===== config.mk =====
export PLATFORM = sky130hd
export DESIGN_NAME = cpu_seq_ctrl
export DESIGN_NICKNAME = d
export VERILOG_FILES = /design/src/rtl/cpu_seq_ctrl.sv
export SDC_FILE = /design/constraint.sdc
export NUM_CORES = 1
export LEC_CHECK = 0
export ABC_AREA = 0
export BUFFER_PORTS_ARGS = -buffer_cell sky130_fd_sc_hd__buf_2
export CORE_MARGIN = 2
export CORE_UTILIZATION = 35
export CTS_CLUSTER_SIZE = 20
export DETAILED_ROUTE_END_ITERATION = 10
export GPL_TIMING_DRIVEN = 0
export PLACE_DENSITY = 0.57
export REMOVE_ABC_BUFFERS = 1
export SYNTH_ARGS = -nofsm -noshare
export SYNTH_HDL_FRONTEND = slang
export SYNTH_SLANG_ARGS = --single-unit

===== constraint.sdc =====
create_clock -name cpu_clk -period 3.6 [get_ports cpu_clk]
set_clock_uncertainty 0.15 [all_clocks]
set_input_delay 0.9 -clock cpu_clk [delete_from_list [all_inputs] [get_ports cpu_clk]]
set_output_delay 0.9 -clock cpu_clk [all_outputs]
set_load 0.03 [all_outputs]

===== src/rtl/cpu_seq_ctrl.sv =====
// cpu_seq_ctrl -- multi-cycle sequencer for a MIPS-like datapath.
//
// Walks each instruction through FETCH -> DECODE -> EXEC -> (MEM) -> (WB) and
// drives the datapath control lines for the current step.
//
// Ports
//   cpu_clk      in   clock, all state changes on the rising edge
//   reset        in   synchronous active-high reset
//   inst         in   32-bit instruction word from the datapath
//   zero         in   ALU zero flag (branch resolution happens in the datapath)
//   overflow     in   ALU overflow flag, sampled in EXEC for add/sub/addi
//   mem_ready    in   data-memory acknowledge, only looked at in MEM
//   regJal .. BranchNeq  out  single-bit datapath controls
//   ALUControl   out  3-bit ALU operation select
//   PCSrc        out  next-PC select (00 pc+4, 10 jump target, 11 register)
//   pc_we        out  PC write enable, one cycle per finished/skipped instruction
//   mem_req      out  data-memory request, high for the whole MEM state
//   state        out  current sequencer state (FETCH=0 .. WB=4)
//   illegal      out  pulse: unsupported instruction skipped in DECODE
//   mem_timeout  out  pulse: memory did not answer within 16 MEM cycles
//   ovf_sticky   out  set when an overflowing result was not written back
//   retired      out  count of completed legal instructions
module cpu_seq_ctrl #(
  parameter int DATA_W = 32
) (
  input  logic              cpu_clk,
  input  logic              reset,
  input  logic [31:0]       inst,
  input  logic              zero,
  input  logic              overflow,
  input  logic              mem_ready,
  output logic              regJal,
  output logic              ALUSrc1,
  output logic              ALUSrc2,
  output logic              RegWrite,
  output logic              RegDst,
  output logic              Mem2Reg,
  output logic              MemRead,
  output logic              MemWrite,
  output logic              BranchEq,
  output logic              BranchNeq,
  output logic [2:0]        ALUControl,
  output logic [1:0]        PCSrc,
  output logic              pc_we,
  output logic              mem_req,
  output logic [2:0]        state,
  output logic              illegal,
  output logic              mem_timeout,
  output logic              ovf_sticky,
  output logic [DATA_W-1:0] retired
);

  typedef enum logic [2:0] {
    S_FETCH  = 3'd0,
    S_DECODE = 3'd1,
    S_EXEC   = 3'd2,
    S_MEM    = 3'd3,
    S_WB     = 3'd4
  } state_t;

  typedef enum logic [3:0] {
    C_ILL   = 4'd0,
    C_ALU_R = 4'd1,
    C_ALU_I = 4'd2,
    C_JR    = 4'd3,
    C_BEQ   = 4'd4,
    C_BNE   = 4'd5,
    C_J     = 4'd6,
    C_JAL   = 4'd7,
    C_LW    = 4'd8,
    C_SW    = 4'd9
  } cls_t;

  typedef struct packed {
    cls_t       cls;
    logic [2:0] aluc;
    logic       src1;
    logic       src2;
    logic       regdst;
    logic       ovf_chk;
  } dec_t;

  localparam logic [2:0] ALU_AND = 3'b000;
  localparam logic [2:0] ALU_OR  = 3'b001;
  localparam logic [2:0] ALU_ADD = 3'b010;
  localparam logic [2:0] ALU_XOR = 3'b011;
  localparam logic [2:0] ALU_NOR = 3'b100;
  localparam logic [2:0] ALU_SRL = 3'b101;
  localparam logic [2:0] ALU_SUB = 3'b110;
  localparam logic [2:0] ALU_SLT = 3'b111;

  // Opcode/funct decode. Anything not listed (including sll, funct 0x00)
  // comes back as C_ILL so DECODE skips it.
  function automatic dec_t decode(input logic [5:0] op, input logic [5:0] fn);
    dec_t d;
    d = '0;
    d.cls = C_ILL;
    case (op)
      6'h00: begin
        d.cls    = C_ALU_R;
        d.regdst = 1'b1;
        case (fn)
          6'h20: begin d.aluc = ALU_ADD; d.ovf_chk = 1'b1; end
          6'h22: begin d.aluc = ALU_SUB; d.ovf_chk = 1'b1; end
          6'h24: d.aluc = ALU_AND;
          6'h25: d.aluc = ALU_OR;
          6'h26: d.aluc = ALU_XOR;
          6'h27: d.aluc = ALU_NOR;
          6'h2A: d.aluc = ALU_SLT;
          6'h02: begin d.aluc = ALU_SRL; d.src1 = 1'b1; end
          6'h08: d.cls = C_JR;
          default: begin d.cls = C_ILL; d.regdst = 1'b0; end
        endcase
      end
      6'h08: begin d.cls = C_ALU_I; d.aluc = ALU_ADD; d.src2 = 1'b1; d.ovf_chk = 1'b1; end
      6'h0C: begin d.cls = C_ALU_I; d.aluc = ALU_AND; d.src2 = 1'b1; end
      6'h0D: begin d.cls = C_ALU_I; d.aluc = ALU_OR;  d.src2 = 1'b1; end
      6'h0A: begin d.cls = C_ALU_I; d.aluc = ALU_SLT; d.src2 = 1'b1; end
      6'h23: begin d.cls = C_LW;    d.aluc = ALU_ADD; d.src2 = 1'b1; end
      6'h2B: begin d.cls = C_SW;    d.aluc = ALU_ADD; d.src2 = 1'b1; end
      6'h04: begin d.cls = C_BEQ;   d.aluc = ALU_SUB; end
      6'h05: begin d.cls = C_BNE;   d.aluc = ALU_SUB; end
      6'h02: d.cls = C_J;
      6'h03: d.cls = C_JAL;
      default: d.cls = C_ILL;
    endcase
    return d;
  endfunction

  state_t            state_q, state_d;
  logic [3:0]        cnt_q, cnt_d;
  logic              ovf_q, ovf_d;
  logic              sticky_q, sticky_d;
  logic [DATA_W-1:0] retired_q;
  dec_t              dec_q, cur_dec;

  // Branch resolution and most instruction fields are consumed by the datapath.
  logic unused_bits;
  assign unused_bits = &{1'b0, zero, inst[25:6]};

  assign cur_dec    = decode(inst[31:26], inst[5:0]);
  assign state      = state_q;
  assign ovf_sticky = sticky_q;
  assign retired    = retired_q;

  always_ff @(posedge cpu_clk) begin
    if (reset) begin
      state_q   <= S_FETCH;
      cnt_q     <= 4'd0;
      ovf_q     <= 1'b0;
      sticky_q  <= 1'b0;
      retired_q <= '0;
    end else begin
      state_q  <= state_d;
      cnt_q    <= cnt_d;
      ovf_q    <= ovf_d;
      sticky_q <= sticky_d;
      if (pc_we && !illegal && !mem_timeout)
        retired_q <= retired_q + {{(DATA_W-1){1'b0}}, 1'b1};
    end
  end

  // Decode is captured once in DECODE so EXEC/MEM/WB controls stay stable
  // even if the datapath lets inst wander; always reloaded before use.
  always_ff @(posedge cpu_clk) begin
    if (state_q == S_DECODE)
      dec_q <= cur_dec;
  end

  always_comb begin
    state_d     = state_q;
    cnt_d       = cnt_q;
    ovf_d       = ovf_q;
    sticky_d    = sticky_q;
    regJal      = 1'b0;
    ALUSrc1     = 1'b0;
    ALUSrc2     = 1'b0;
    RegWrite    = 1'b0;
    RegDst      = 1'b0;
    Mem2Reg     = 1'b0;
    MemRead     = 1'b0;
    MemWrite    = 1'b0;
    BranchEq    = 1'b0;
    BranchNeq   = 1'b0;
    ALUControl  = 3'b000;
    PCSrc       = 2'b00;
    pc_we       = 1'b0;
    mem_req     = 1'b0;
    illegal     = 1'b0;
    mem_timeout = 1'b0;

    // Under reset every control stays low so an in-flight instruction
    // cannot commit anything on the reset cycle.
    if (reset) begin
      state_d = S_FETCH;
    end else begin
      if (state_q == S_EXEC || state_q == S_MEM || state_q == S_WB) begin
        ALUControl = dec_q.aluc;
        ALUSrc1    = dec_q.src1;
        ALUSrc2    = dec_q.src2;
        RegDst     = dec_q.regdst;
      end

      case (state_q)
        S_FETCH: state_d = S_DECODE;

        S_DECODE: begin
          if (cur_dec.cls == C_ILL) begin
            illegal = 1'b1;
            pc_we   = 1'b1;
            state_d = S_FETCH;
          end else begin
            state_d = S_EXEC;
          end
        end

        S_EXEC: begin
          case (dec_q.cls)
            C_ALU_R, C_ALU_I: begin
              ovf_d   = dec_q.ovf_chk & overflow;
              state_d = S_WB;
            end
            C_BEQ: begin BranchEq  = 1'b1; pc_we = 1'b1; state_d = S_FETCH; end
            C_BNE: begin BranchNeq = 1'b1; pc_we = 1'b1; state_d = S_FETCH; end
            C_J:   begin PCSrc = 2'b10; pc_we = 1'b1; state_d = S_FETCH; end
            C_JR:  begin PCSrc = 2'b11; pc_we = 1'b1; state_d = S_FETCH; end
            C_JAL: state_d = S_WB;
            C_LW, C_SW: begin
              cnt_d   = 4'd0;
              state_d = S_MEM;
            end
            default: state_d = S_FETCH;
          endcase
        end

        S_MEM: begin
          mem_req  = 1'b1;
          MemRead  = (dec_q.cls == C_LW);
          MemWrite = (dec_q.cls == C_SW);
          // An acknowledge on the 16th cycle still wins over the timeout.
          if (mem_ready) begin
            if (dec_q.cls == C_SW) begin
              pc_we   = 1'b1;
              state_d = S_FETCH;
            end else begin
              state_d = S_WB;
            end
          end else if (cnt_q == 4'd15) begin
            mem_timeout = 1'b1;
            pc_we       = 1'b1;
            state_d     = S_FETCH;
          end else begin
            cnt_d = cnt_q + 4'd1;
          end
        end

        S_WB: begin
          pc_we   = 1'b1;
          state_d = S_FETCH;
          case (dec_q.cls)
            C_LW: begin
              Mem2Reg  = 1'b1;
              RegWrite = 1'b1;
            end
            C_JAL: begin
              regJal   = 1'b1;
              RegWrite = 1'b1;
              PCSrc    = 2'b10;
            end
            default: begin
              // An overflowing add/sub/addi is dropped and remembered.
              RegWrite = ~ovf_q;
              if (ovf_q) sticky_d = 1'b1;
            end
          endcase
        end

        default: state_d = S_FETCH;
      endcase
    end
  end

endmodule


==> results.sh <==
export IMPL_critPathArrivalTime_ns=2.42
export IMPL_route_antenna_remaining_nets=0
export IMPL_synth_largest_area_cell="sky130_fd_sc_hd__dfxtp_1"
export IMPL_met2_length_um=3989
export IMPL_power_ir_vdd_worst_mv=0.1354
export IMPL_timing_slew_headroom=0.5471
export IMPL_synthesis_yosys_warnings=0
export IMPL_grt_pass1_vias=2891
export IMPL_detailed_route_via_count=3146
export IMPL_final_min_period_over_clock_period=0.9636
export IMPL_syn_mean_instance_area_sq_um=8.291
export IMPL_die_w_um=99.25
export IMPL_most_common_layout_cells="69 x sky130_fd_sc_hd__buf_2, 39 x sky130_fd_sc_hd__a21oi_1, 38 x sky130_fd_sc_hd__dfxtp_1"
export IMPL_cts_setup_buffers=0
export IMPL_antenna_cells=0
export IMPL_syn_to_final_growth_pct=16.12
export IMPL_core_rowCount=34
export IMPL_routed_wl_met3_um=334
export IMPL_worstPathMaxFanout=17
export IMPL_die_h_um=99.25
export IMPL_run_status="complete, no violations"
export IMPL_worstHoldStart="ovf_q"
export IMPL_synth_largest_type_area_fraction=0.2585
export IMPL_pin_slew_with_the_least_headroom_to_its_limit_ns=0.6794
export IMPL_final_common_cell="sky130_fd_sc_hd__buf_2"
export IMPL_worstHoldEndpoint="ovf_q"
export IMPL_insertion_delay_of_the_later_clocked_pin_in_the_worst_skew_pair_ns=0.31
export IMPL_report_final_slew_viol_count=0
export IMPL_synth_edff_count=11
export IMPL_leakagePower_nw=1.293
export IMPL_drcViolationCount=0
export IMPL_synth_top_cells_by_area="sky130_fd_sc_hd__dfxtp_1 26%, sky130_fd_sc_hd__edfxtp_1 10%, sky130_fd_sc_hd__a21oi_1 6.1%, sky130_fd_sc_hd__o31ai_1 5.9%, sky130_fd_sc_hd__or4_1 5.7%"
export IMPL_synth_seq_area_share=0.3625
export IMPL_routabilityCongestion=0.8766
export IMPL_grt_first_pass_wirelength_um=13860
export IMPL_cts_sinks=52
export IMPL_synth_area_sq_um=3176
export IMPL_total_die_area_sq_um=9851
export IMPL_finalNetCount=474
export IMPL_async_set_or_reset_register_ratio_after_synthesis=0
export IMPL_finalCriticalPeriod_ns=3.469
export IMPL_routed_via_density=5.794
export IMPL_drv_cap=0
export IMPL_synth_lib_cells_used_distinct=60
export IMPL_htree_num_levels=2
export IMPL_firstDrtPassIters=4
export IMPL_initial_utilization=0.3624
export IMPL_tritoncts_num_buffers=5
export IMPL_worstPathRequired_ns=2.55
export IMPL_core_sq_um=8763
export IMPL_achievable_frequency_ghz=0.2883
export IMPL_rr_endpoint="retired[30]"
export IMPL_first_iteration_detailed_routing_drc_count=104
export IMPL_worst_setup_path_type="input port to output pin"
export IMPL_clock_path_buffers=2
export IMPL_top_routing_layer_in_use="met4"
export IMPL_clk_transition_reported_paths_ns=0.09
export IMPL_fin_total_pwr_mw=1.084
export IMPL_place_detailed_instances=534
export IMPL_tritoncts="done"
export IMPL_worst_setup_path_end_kind="output pin"
export IMPL_yosys_most_used_dff="sky130_fd_sc_hd__dfxtp_1"
export IMPL_finalHoldViolCount=0
export IMPL_power_density_nw_per_um2=293.9
export IMPL_pin_count=92
export IMPL_grt_ovfl_total=0
export IMPL_worst_r2r_cell_count=6
export IMPL_holdCritPathClass="flip-flop to flip-flop"
export IMPL_ratio_of_cells_with_drive_above_1_in_the_final_layout=0.2391
export IMPL_crit_path_start_kind="input port"
export IMPL_layout_cells_non_filler=543
export IMPL_syn_instance_count=383
export IMPL_grt_start_max_net_pins=45
export IMPL_whs_path_depth=2
export IMPL_synth_seq_cells=52
export IMPL_worst_r2r_setup_slack_ns=0.98
export IMPL_antenna_found_initial=0
export IMPL_setup_viol=0
export IMPL_clockRootBuffer="sky130_fd_sc_hd__clkbuf_8"
export IMPL_rsz_0062_raised_after_global_routing="no"
export IMPL_worst_r2r_startpoint="cnt_q[0]"
export IMPL_wl_met1_um=4035
export IMPL_routed_wirelength_um=8437
export IMPL_wire_per_inst_um=15.54
export IMPL_grt_util_all_layers=0.1681
export IMPL_dp_final_hpwl_um=5553
export IMPL_numPortBuffers=70
[stage by stage]
| step | area [sq um] | TNS (ns) | util | hold slack, ns | setup slack [ns] |
|---|---|---|---|---|---|
| 3_3_place_gp | 3533 | -2.172 | 0.4032 | 0.3089 | -0.4603 |
| 5_1_grt | 3687 | 0 | 0.4208 | 0.3622 | 0.03160 |
| 6_report | 3687 | 0 | 0.4208 | 0.3255 | 0.1309 |
| 4_1_cts | 3656 | -0.003836 | 0.4172 | 0.3308 | -0.003836 |
| 2_1_floorplan | 3048 | 0 | - | 0.2851 | 0.09001 |
| 3_5_place_dp | 3533 | -2.860 | 0.4032 | 0.3176 | -0.4818 |
[worst max-delay path: stages]
cell and delay (ns):
sky130_fd_sc_hd__buf_2 0.15, sky130_fd_sc_hd__and4b_1 0.41, sky130_fd_sc_hd__a41oi_2 0.12, sky130_fd_sc_hd__o221a_4 0.43, sky130_fd_sc_hd__o22ai_1 0.17, sky130_fd_sc_hd__buf_2 0.23
[per-layer routing]
layer	vias to the layer above	global-route usage
met1	1488	0.2244
met4	0	0.04215
li1	1576	-
met5	-	0
met2	76	0.2848
met3	6	0.02670
[worst max-delay path by stage]
stage,cells past startpoint,start,endpoint,slack (ns)
4_1_cts,6,mem_ready,pc_we,-0.004
3_3_place_gp,5,reset,pc_we,-0.46
2_1_floorplan,5,state[1],PCSrc[1],0.09
5_1_grt,7,inst[26],pc_we,0.03
3_5_place_dp,5,reset,pc_we,-0.48
6_report,6,mem_ready,pc_we,0.13
[flip-flops by register name, summed over array words and instances, names as in the netlist]
register,count
cnt_q,4
ovf_sticky,1
ovf_q,1
retired,32
state,3
dec_q,11
[synth_stat cells (all sizes together) (2+ instances only)]
cell type	number
clkbuf	20
a21oi	39
and2	8
o41ai	3
o311ai	3
nor4	6
or3	7
or2	5
or4b	3
dfxtp	41
o211ai	2
o22ai	2
buf	7
o31ai	25
nand2	22
inv	16
nor2b	7
o32ai	2
a211oi	4
a31oi	5
ha	2
o21a	2
o21ai	9
nand2b	7
o21bai	2
xor2	3
o31a	2
or4	24
nand4	11
or3b	4
xnor2	6
nor3	13
and3	3
edfxtp	11
nor2	24
nand3	16
[what timing repair did]
item / in CTS / in global routing
pin swaps: 0 / 1
hold buffers: 0 / 0
gates cloned: 1 / 1
endpoints found under the setup margin: 2 / 2
endpoints found under the hold margin: 0 / 0
resized for setup: 7 / 6
[cell families (layout without fill, tap and decap cells)]
kind of cell | count (synthesis) | in the layout | synth area share
AOI/OAI and AO/OA | 109 | 111 | 0.2364
muxes | 1 | 1 | 0.003546
and+or+nand+nor | 167 | 167 | 0.3058
xor gates and xnor gates | 9 | 9 | 0.02482
DFF | 52 | 52 | 0.3625
adders and majority gates | 2 | 2 | 0.007879
buffers and inverters | 43 | 93 | 0.05910
[cell type report]
cell class | count | area [sq um]
clock inverter | 1 | 8.758
inverter | 16 | 60.06
timing repair buffer | 70 | 352.8
sequential | 52 | 1157
multi-input combinational | 290 | 1891
fill | 882 | 5076
clock buffer | 6 | 82.58
tap | 108 | 135.1
[power breakdown]
group          internal, mW  total [mW]  switching [mW]  leakage (nW)
combinational        0.0368       0.114          0.0769         0.803
clock                 0.154       0.355           0.201        0.0473
sequential            0.604       0.616          0.0112         0.443
Power figures use the tool's default switching activity.
